**src/rtl/cf_pio_sequencer.sv**
```systemverilog
`default_nettype none
// ============================================================================
// Module   : cf_pio_sequencer
// Purpose  : Host-side initiator for CompactFlash True-IDE 8-bit PIO register
//            cycles. A single-cycle request from the CPU I/O decoder becomes a
//            timed CF bus cycle: address/CS setup, DIOR_n/DIOW_n pulse with
//            IORDY wait extension and timeout, hold, then recovery. Returns
//            captured read data, a one-cycle done strobe and a timeout flag.
// Ports    : clk, reset            - clock, asynchronous active-high reset
//            req/wr/addr/cs_sel/wdata - request, sampled only while busy=0
//            busy/done/rdata/err   - status and read data back to the CPU side
//            cf_a/cf_cs0_n/cf_cs1_n/cf_dior_n/cf_diow_n/cf_d_out/cf_d_oe
//                                  - registered CF pin drives
//            cf_d_in, cf_iordy     - CF data in and asynchronous ready
// Revision : 1.0 - initial release
// ============================================================================
module cf_pio_sequencer #(
  parameter int SETUP_CYC   = 4,
  parameter int PULSE_CYC   = 9,
  parameter int HOLD_CYC    = 2,
  parameter int RECOVER_CYC = 4,
  parameter int IORDY_TO    = 64
) (
  input  logic       clk,
  input  logic       reset,
  input  logic       req,
  input  logic       wr,
  input  logic [2:0] addr,
  input  logic       cs_sel,
  input  logic [7:0] wdata,
  output logic       busy,
  output logic       done,
  output logic [7:0] rdata,
  output logic       err,
  output logic [2:0] cf_a,
  output logic       cf_cs0_n,
  output logic       cf_cs1_n,
  output logic       cf_dior_n,
  output logic       cf_diow_n,
  output logic [7:0] cf_d_out,
  output logic       cf_d_oe,
  input  logic [7:0] cf_d_in,
  input  logic       cf_iordy
);

  // One shared phase counter; size it for the longest phase.
  localparam int c_MAX_A   = (SETUP_CYC > PULSE_CYC) ? SETUP_CYC : PULSE_CYC;
  localparam int c_MAX_B   = (HOLD_CYC > RECOVER_CYC) ? HOLD_CYC : RECOVER_CYC;
  localparam int c_MAX_C   = (c_MAX_A > c_MAX_B) ? c_MAX_A : c_MAX_B;
  localparam int c_CNT_MAX = (c_MAX_C > IORDY_TO) ? c_MAX_C : IORDY_TO;
  localparam int c_CNT_W   = $clog2(c_CNT_MAX + 1);

  localparam logic [c_CNT_W-1:0] c_ONE     = c_CNT_W'(1);
  localparam logic [c_CNT_W-1:0] c_SETUP   = c_CNT_W'(SETUP_CYC);
  localparam logic [c_CNT_W-1:0] c_PULSE   = c_CNT_W'(PULSE_CYC);
  localparam logic [c_CNT_W-1:0] c_HOLD    = c_CNT_W'(HOLD_CYC);
  localparam logic [c_CNT_W-1:0] c_RECOVER = c_CNT_W'(RECOVER_CYC);
  localparam logic [c_CNT_W-1:0] c_TO      = c_CNT_W'(IORDY_TO);

  typedef enum logic [2:0] {
    S_IDLE    = 3'd0,
    S_SETUP   = 3'd1,
    S_PULSE   = 3'd2,
    S_HOLD    = 3'd3,
    S_RECOVER = 3'd4
  } state_t;

  state_t             r_state;
  logic [c_CNT_W-1:0] r_cnt;
  logic               r_wr;
  logic               r_iordy_meta;
  logic               r_iordy_s;

  // IORDY comes straight from the card pin; two flops before the FSM sees it.
  // Resetting to 1 means "ready", so no spurious extension right after reset.
  always_ff @(posedge clk or posedge reset) begin
    if (reset) begin
      r_iordy_meta <= 1'b1;
      r_iordy_s    <= 1'b1;
    end else begin
      r_iordy_meta <= cf_iordy;
      r_iordy_s    <= r_iordy_meta;
    end
  end

  // r_cnt holds the 1-based index of the current cycle within the phase, so
  // each phase ends on the edge where r_cnt equals its length.
  always_ff @(posedge clk or posedge reset) begin
    if (reset) begin
      r_state   <= S_IDLE;
      r_cnt     <= '0;
      r_wr      <= 1'b0;
      busy      <= 1'b0;
      done      <= 1'b0;
      rdata     <= 8'h00;
      err       <= 1'b0;
      cf_a      <= 3'd0;
      cf_cs0_n  <= 1'b1;
      cf_cs1_n  <= 1'b1;
      cf_dior_n <= 1'b1;
      cf_diow_n <= 1'b1;
      cf_d_out  <= 8'h00;
      cf_d_oe   <= 1'b0;
    end else begin
      done <= 1'b0;
      case (r_state)
        S_IDLE: begin
          if (req) begin
            r_state  <= S_SETUP;
            r_cnt    <= c_ONE;
            r_wr     <= wr;
            busy     <= 1'b1;
            err      <= 1'b0;
            cf_a     <= addr;
            cf_cs0_n <= cs_sel;
            cf_cs1_n <= ~cs_sel;
            cf_d_oe  <= wr;
            if (wr) begin
              cf_d_out <= wdata;
            end
          end
        end

        S_SETUP: begin
          if (r_cnt == c_SETUP) begin
            r_state <= S_PULSE;
            r_cnt   <= c_ONE;
            if (r_wr) begin
              cf_diow_n <= 1'b0;
            end else begin
              cf_dior_n <= 1'b0;
            end
          end else begin
            r_cnt <= r_cnt + c_ONE;
          end
        end

        S_PULSE: begin
          // After the minimum width, end when the card is ready or when the
          // total pulse length reaches the timeout. Ready wins on a tie.
          if ((r_cnt >= c_PULSE) && (r_iordy_s || (r_cnt == c_TO))) begin
            r_state   <= S_HOLD;
            r_cnt     <= c_ONE;
            cf_dior_n <= 1'b1;
            cf_diow_n <= 1'b1;
            err       <= ~r_iordy_s;
            if (!r_wr) begin
              rdata <= cf_d_in;
            end
          end else begin
            r_cnt <= r_cnt + c_ONE;
          end
        end

        S_HOLD: begin
          if (r_cnt == c_HOLD) begin
            r_state  <= S_RECOVER;
            r_cnt    <= c_ONE;
            cf_cs0_n <= 1'b1;
            cf_cs1_n <= 1'b1;
            cf_d_oe  <= 1'b0;
            done     <= 1'b1;
          end else begin
            r_cnt <= r_cnt + c_ONE;
          end
        end

        S_RECOVER: begin
          if (r_cnt == c_RECOVER) begin
            r_state <= S_IDLE;
            r_cnt   <= '0;
            busy    <= 1'b0;
          end else begin
            r_cnt <= r_cnt + c_ONE;
          end
        end

        default: begin
          r_state   <= S_IDLE;
          r_cnt     <= '0;
          busy      <= 1'b0;
          cf_cs0_n  <= 1'b1;
          cf_cs1_n  <= 1'b1;
          cf_dior_n <= 1'b1;
          cf_diow_n <= 1'b1;
          cf_d_oe   <= 1'b0;
        end
      endcase
    end
  end

endmodule
`default_nettype wire

```
**config.mk**
```make
export PLATFORM = sky130hd
export DESIGN_NAME = cf_pio_sequencer
export DESIGN_NICKNAME = d
export VERILOG_FILES = /design/src/rtl/cf_pio_sequencer.sv
export SDC_FILE = /design/constraint.sdc
export NUM_CORES = 1
export LEC_CHECK = 0
export ABC_AREA = 1
export CAP_MARGIN = 25
export CELL_PAD_IN_SITES_DETAIL_PLACEMENT = 0
export CELL_PAD_IN_SITES_GLOBAL_PLACEMENT = 1
export CORE_ASPECT_RATIO = 1.1
export CORE_MARGIN = 10
export CORE_UTILIZATION = 35
export CTS_CLUSTER_SIZE = 24
export DETAILED_ROUTE_END_ITERATION = 10
export GPL_TIMING_DRIVEN = 1
export HOLD_SLACK_MARGIN = 0.12
export PLACE_DENSITY_LB_ADDON = 0.25
export SYNTH_ARGS = -nofsm -noshare
export SYNTH_HDL_FRONTEND = slang
export SYNTH_SLANG_ARGS = --single-unit
```
**constraint.sdc**
```tcl
create_clock -name clk -period 1.7 [get_ports clk]
set_input_delay 0.255 -clock clk [delete_from_list [all_inputs] [get_ports clk]]
set_output_delay 0.255 -clock clk [all_outputs]
set_load 0.03 [all_outputs]
```
==> results of run 1 <==
## what timing repair did
item	in CTS	in global routing
gates cloned	0	0
gates resized for setup	4	9
endpoints found under the setup margin	4	20
hold endpoints to repair	0	0
pin swaps	0	3
hold buffers	0	0
buffers inserted	0	2
## worst max-delay path by stage
stage | startpoint | end | slack (ns) | depth (start not counted)
floorplan | r_cnt[0] | rdata[0] | 0.17 | 10
global placement | r_cnt[1] | rdata[1] | 0.04 | 9
detailed placement | r_cnt[1] | rdata[5] | 0.02 | 9
CTS | r_cnt[1] | rdata[5] | 0.005 | 9
global route | r_cnt[0] | r_cnt[6] | -0.01 | 11
finish | rdata[2] | rdata[2] | 0.10 | 1
## cells by family after synthesis
logic type                 share of synthesized area, %
xor gates and xnor gates                         0.8879
DFF                                               51.11
buffers and inverters                             8.180
AOI/OAI and AO/OA                                 7.039
adders and majority gates                         2.537
and+or+nand+nor                                   30.25
## Yosys cell counts
master / number / area share [%]
nor3_2: 1 / 0.51
buf_6: 2 / 1.1
o21ai_2: 9 / 4.0
dfrtp_1: 34 / 43
nor2_1: 18 / 3.4
buf_4: 1 / 0.38
nor2_4: 1 / 0.57
ha_1: 4 / 2.5
nand4_4: 1 / 1.1
nor3_1: 2 / 0.51
nand2_1: 76 / 14
inv_1: 28 / 5.3
nand3_2: 2 / 1.0
nand2_2: 4 / 1.3
dfstp_2: 6 / 8.0
inv_2: 6 / 1.1
nor2_2: 4 / 1.3
xor2_1: 1 / 0.44
nand3b_1: 1 / 0.38
clkbuf_1: 1 / 0.19
nand4_1: 2 / 0.63
or2_2: 1 / 0.32
a21oi_1: 3 / 0.76
xnor2_1: 1 / 0.44
nand3_1: 19 / 4.8
o21ai_0: 5 / 1.3
o21ai_1: 4 / 1.0
## stage by stage
stage | setup TNS, ns | hold WS (ns)
5_1_grt | -0.04491 | 0.3595
3_5_place_dp | 0 | 0.3468
3_3_place_gp | 0 | 0.3468
6_report | 0 | 0.3154
4_1_cts | 0 | 0.3228
2_1_floorplan | 0 | 0.2595
## area by class of cell
class / count / area share (%)
Timing Repair Buffer: 59 / 21.54
Clock buffer: 7 / 3.149
Multi-Input combinational cell: 159 / 30.17
Inverter: 34 / 4.655
Clock inverter: 1 / 0.2738
Tap cell: 75 / 3.423
Sequential cell: 40 / 36.79
## registers in the layout, summed over array words and instances, names as in the netlist, 3 cells and up
signal    flops
r_state       3
cf_d_out      8
r_cnt         7
rdata         8
cf_a          3
## power by group
part           leakage [nW]  switching [mW]  total, mW  internal, mW
Clock                0.0445           0.335      0.665         0.330
Combinational         0.906          0.0811      0.165        0.0844
Sequential            0.453         0.00827      0.979         0.970
## per-layer routing
layer  track usage (%)  vias to the layer above  share of wire [%]
li1                  -                      855                  -
met1             11.61                      778                 39
met2             18.28                       46                 49
met3             5.918                        6                 11
met4             3.619                        0                1.4
met5                 0                        -                  0
==> flow_summary_export.csv, run 1 <==
group,metric,value,unit
outcome,outcome,"completed",
global_routing,grt_pass1_vias,1764,
drt,drt_iter0_drc,92,
floorplanning,start_util,36.34,%
place,portBuffers,51,
logic_synthesis,yosysSeqAreaShare,51.11,%
logic_synthesis,syn_avg_cell_area,8.325,µm²
global_routing,antenna_found_initial,0,
drt,viasPerCell,4.493,
drt,ant_nets,0,
place,pre_cts_ws,0.01957,ns
critical_path,critPathKind,"flip-flop to primary output",
floorplanning,die_y,98.75,µm
sta,tightestPinTransition,0.3559,ns
sta,fin_skew,0.007910,ns
critical_path,rr_startpoint,"r_cnt[1]",
drt,drc_errors,0,
final_layout,final_nets,328,
final_layout,postLayoutCoreUtil,50.48,%
logic_synthesis,synth.cell_area,0.001973,mm²
global_routing,grt_max_degree,41,
cts,clock-root-buffer,"clkbuf_8",
critical_path,reg2reg_slack,0.11,ns
final_layout,drive_above_1_share,19.00,%
critical_path,slowest_delay,0.68,ns
drt,drtPass1Iterations,5,
logic_synthesis,ys_seq_elements,40,
critical_path,worstRegToRegCells,9,
place,gp_congestion,0.8380,
job,max_cap_violations,0,
cts,path_clk_slew,0.08,ns
critical_path,critPathLaunchType,"flip-flop",
sta,period_share,93.90,%
sta,setup_viol,0,
final_layout,multi_input_area,827.0,µm²
drt,drt-total-wl,4714,µm
critical_path,crit_buf_inv,1,
critical_path,setup.worst_path.end_class,"primary output",
critical_path,crit_path_max_fanout,2,
drt,vias,1685,
global_routing,gr-total-overflow,0,
final_layout,syn_to_final_growth,38.93,%
floorplanning,num_io_pins,52,
final_layout,nFillCells,551,
logic_synthesis,synth_cell_types,27,
critical_path,cp_slowest_cell,"clkdlybuf4s50_1",
logic_synthesis,synth_fp_nets,266,
final_layout,design_area,0.002741,mm²
cts,numCtsBuffers,5,
sta,finalHoldViolCount,0,
logic_synthesis,yosysWarnings,0,
cts,clk_latency,0.29,ns
floorplanning,die_w,91.59,µm
critical_path,r2r-end,"r_cnt[5]",
final_layout,regArea,0.001008,mm²
place,place_hpwl,3674,µm
floorplanning,core,0.005430,mm²
final_layout,n_antenna_cell,0,
final_layout,final_common_cell,"nand2_1",
critical_path,cpLargestDelayFamily,"buffers and inverters",
pwr,ir_drop,0.5114,mV
sta,finalMaxSlewViolations,0,
final_layout,final_cell_mix,"nand2_1, clkdlybuf4s50_1, dfrtp_1, inv_1, nand3_1",
sta,clock.fmax,0.6264,GHz
pwr,p_leak,1.403,nW
place,dpl.cell_count,365,
cts,cts_num_sinks,40,
critical_path,path_cells,"clkdlybuf4s50_1",
hold_path,min_path_type,"input pin to async pin",
logic_synthesis,syn_inst,237,
critical_path,required,1.44,ns
floorplanning,die-area,0.009045,mm²
global_routing,grt_usage,10.98,%
final_layout,fin_cells,375,
pwr,power_density,659.8,mW/mm²
cts,htree_num_levels,2,
sta,final.setup.worst_slack,0.1037,ns
sta,period_minus_slack,1.596,ns
cts,cts_tree,"built",
cts,cts_buffer_depth,2,
pwr,power,1.809,mW
floorplanning,row_count,28,
drt,wire_per_inst,12.57,µm
global_routing,grt_pass1_wl,8169,µm
sta,slew_headroom,76.37,%
place,dpl-instance-area,0.002601,mm²
critical_path,crit_arrival,1.34,ns
Note: power is estimated with default switching activity, not from simulation.
==> run 2, diff against run 1 <==
- HOLD_SLACK_MARGIN: 0.12 -> unset
==> results of run 2 <==
Same layout as run 1: the final DEF is identical, and so are final timing and power.
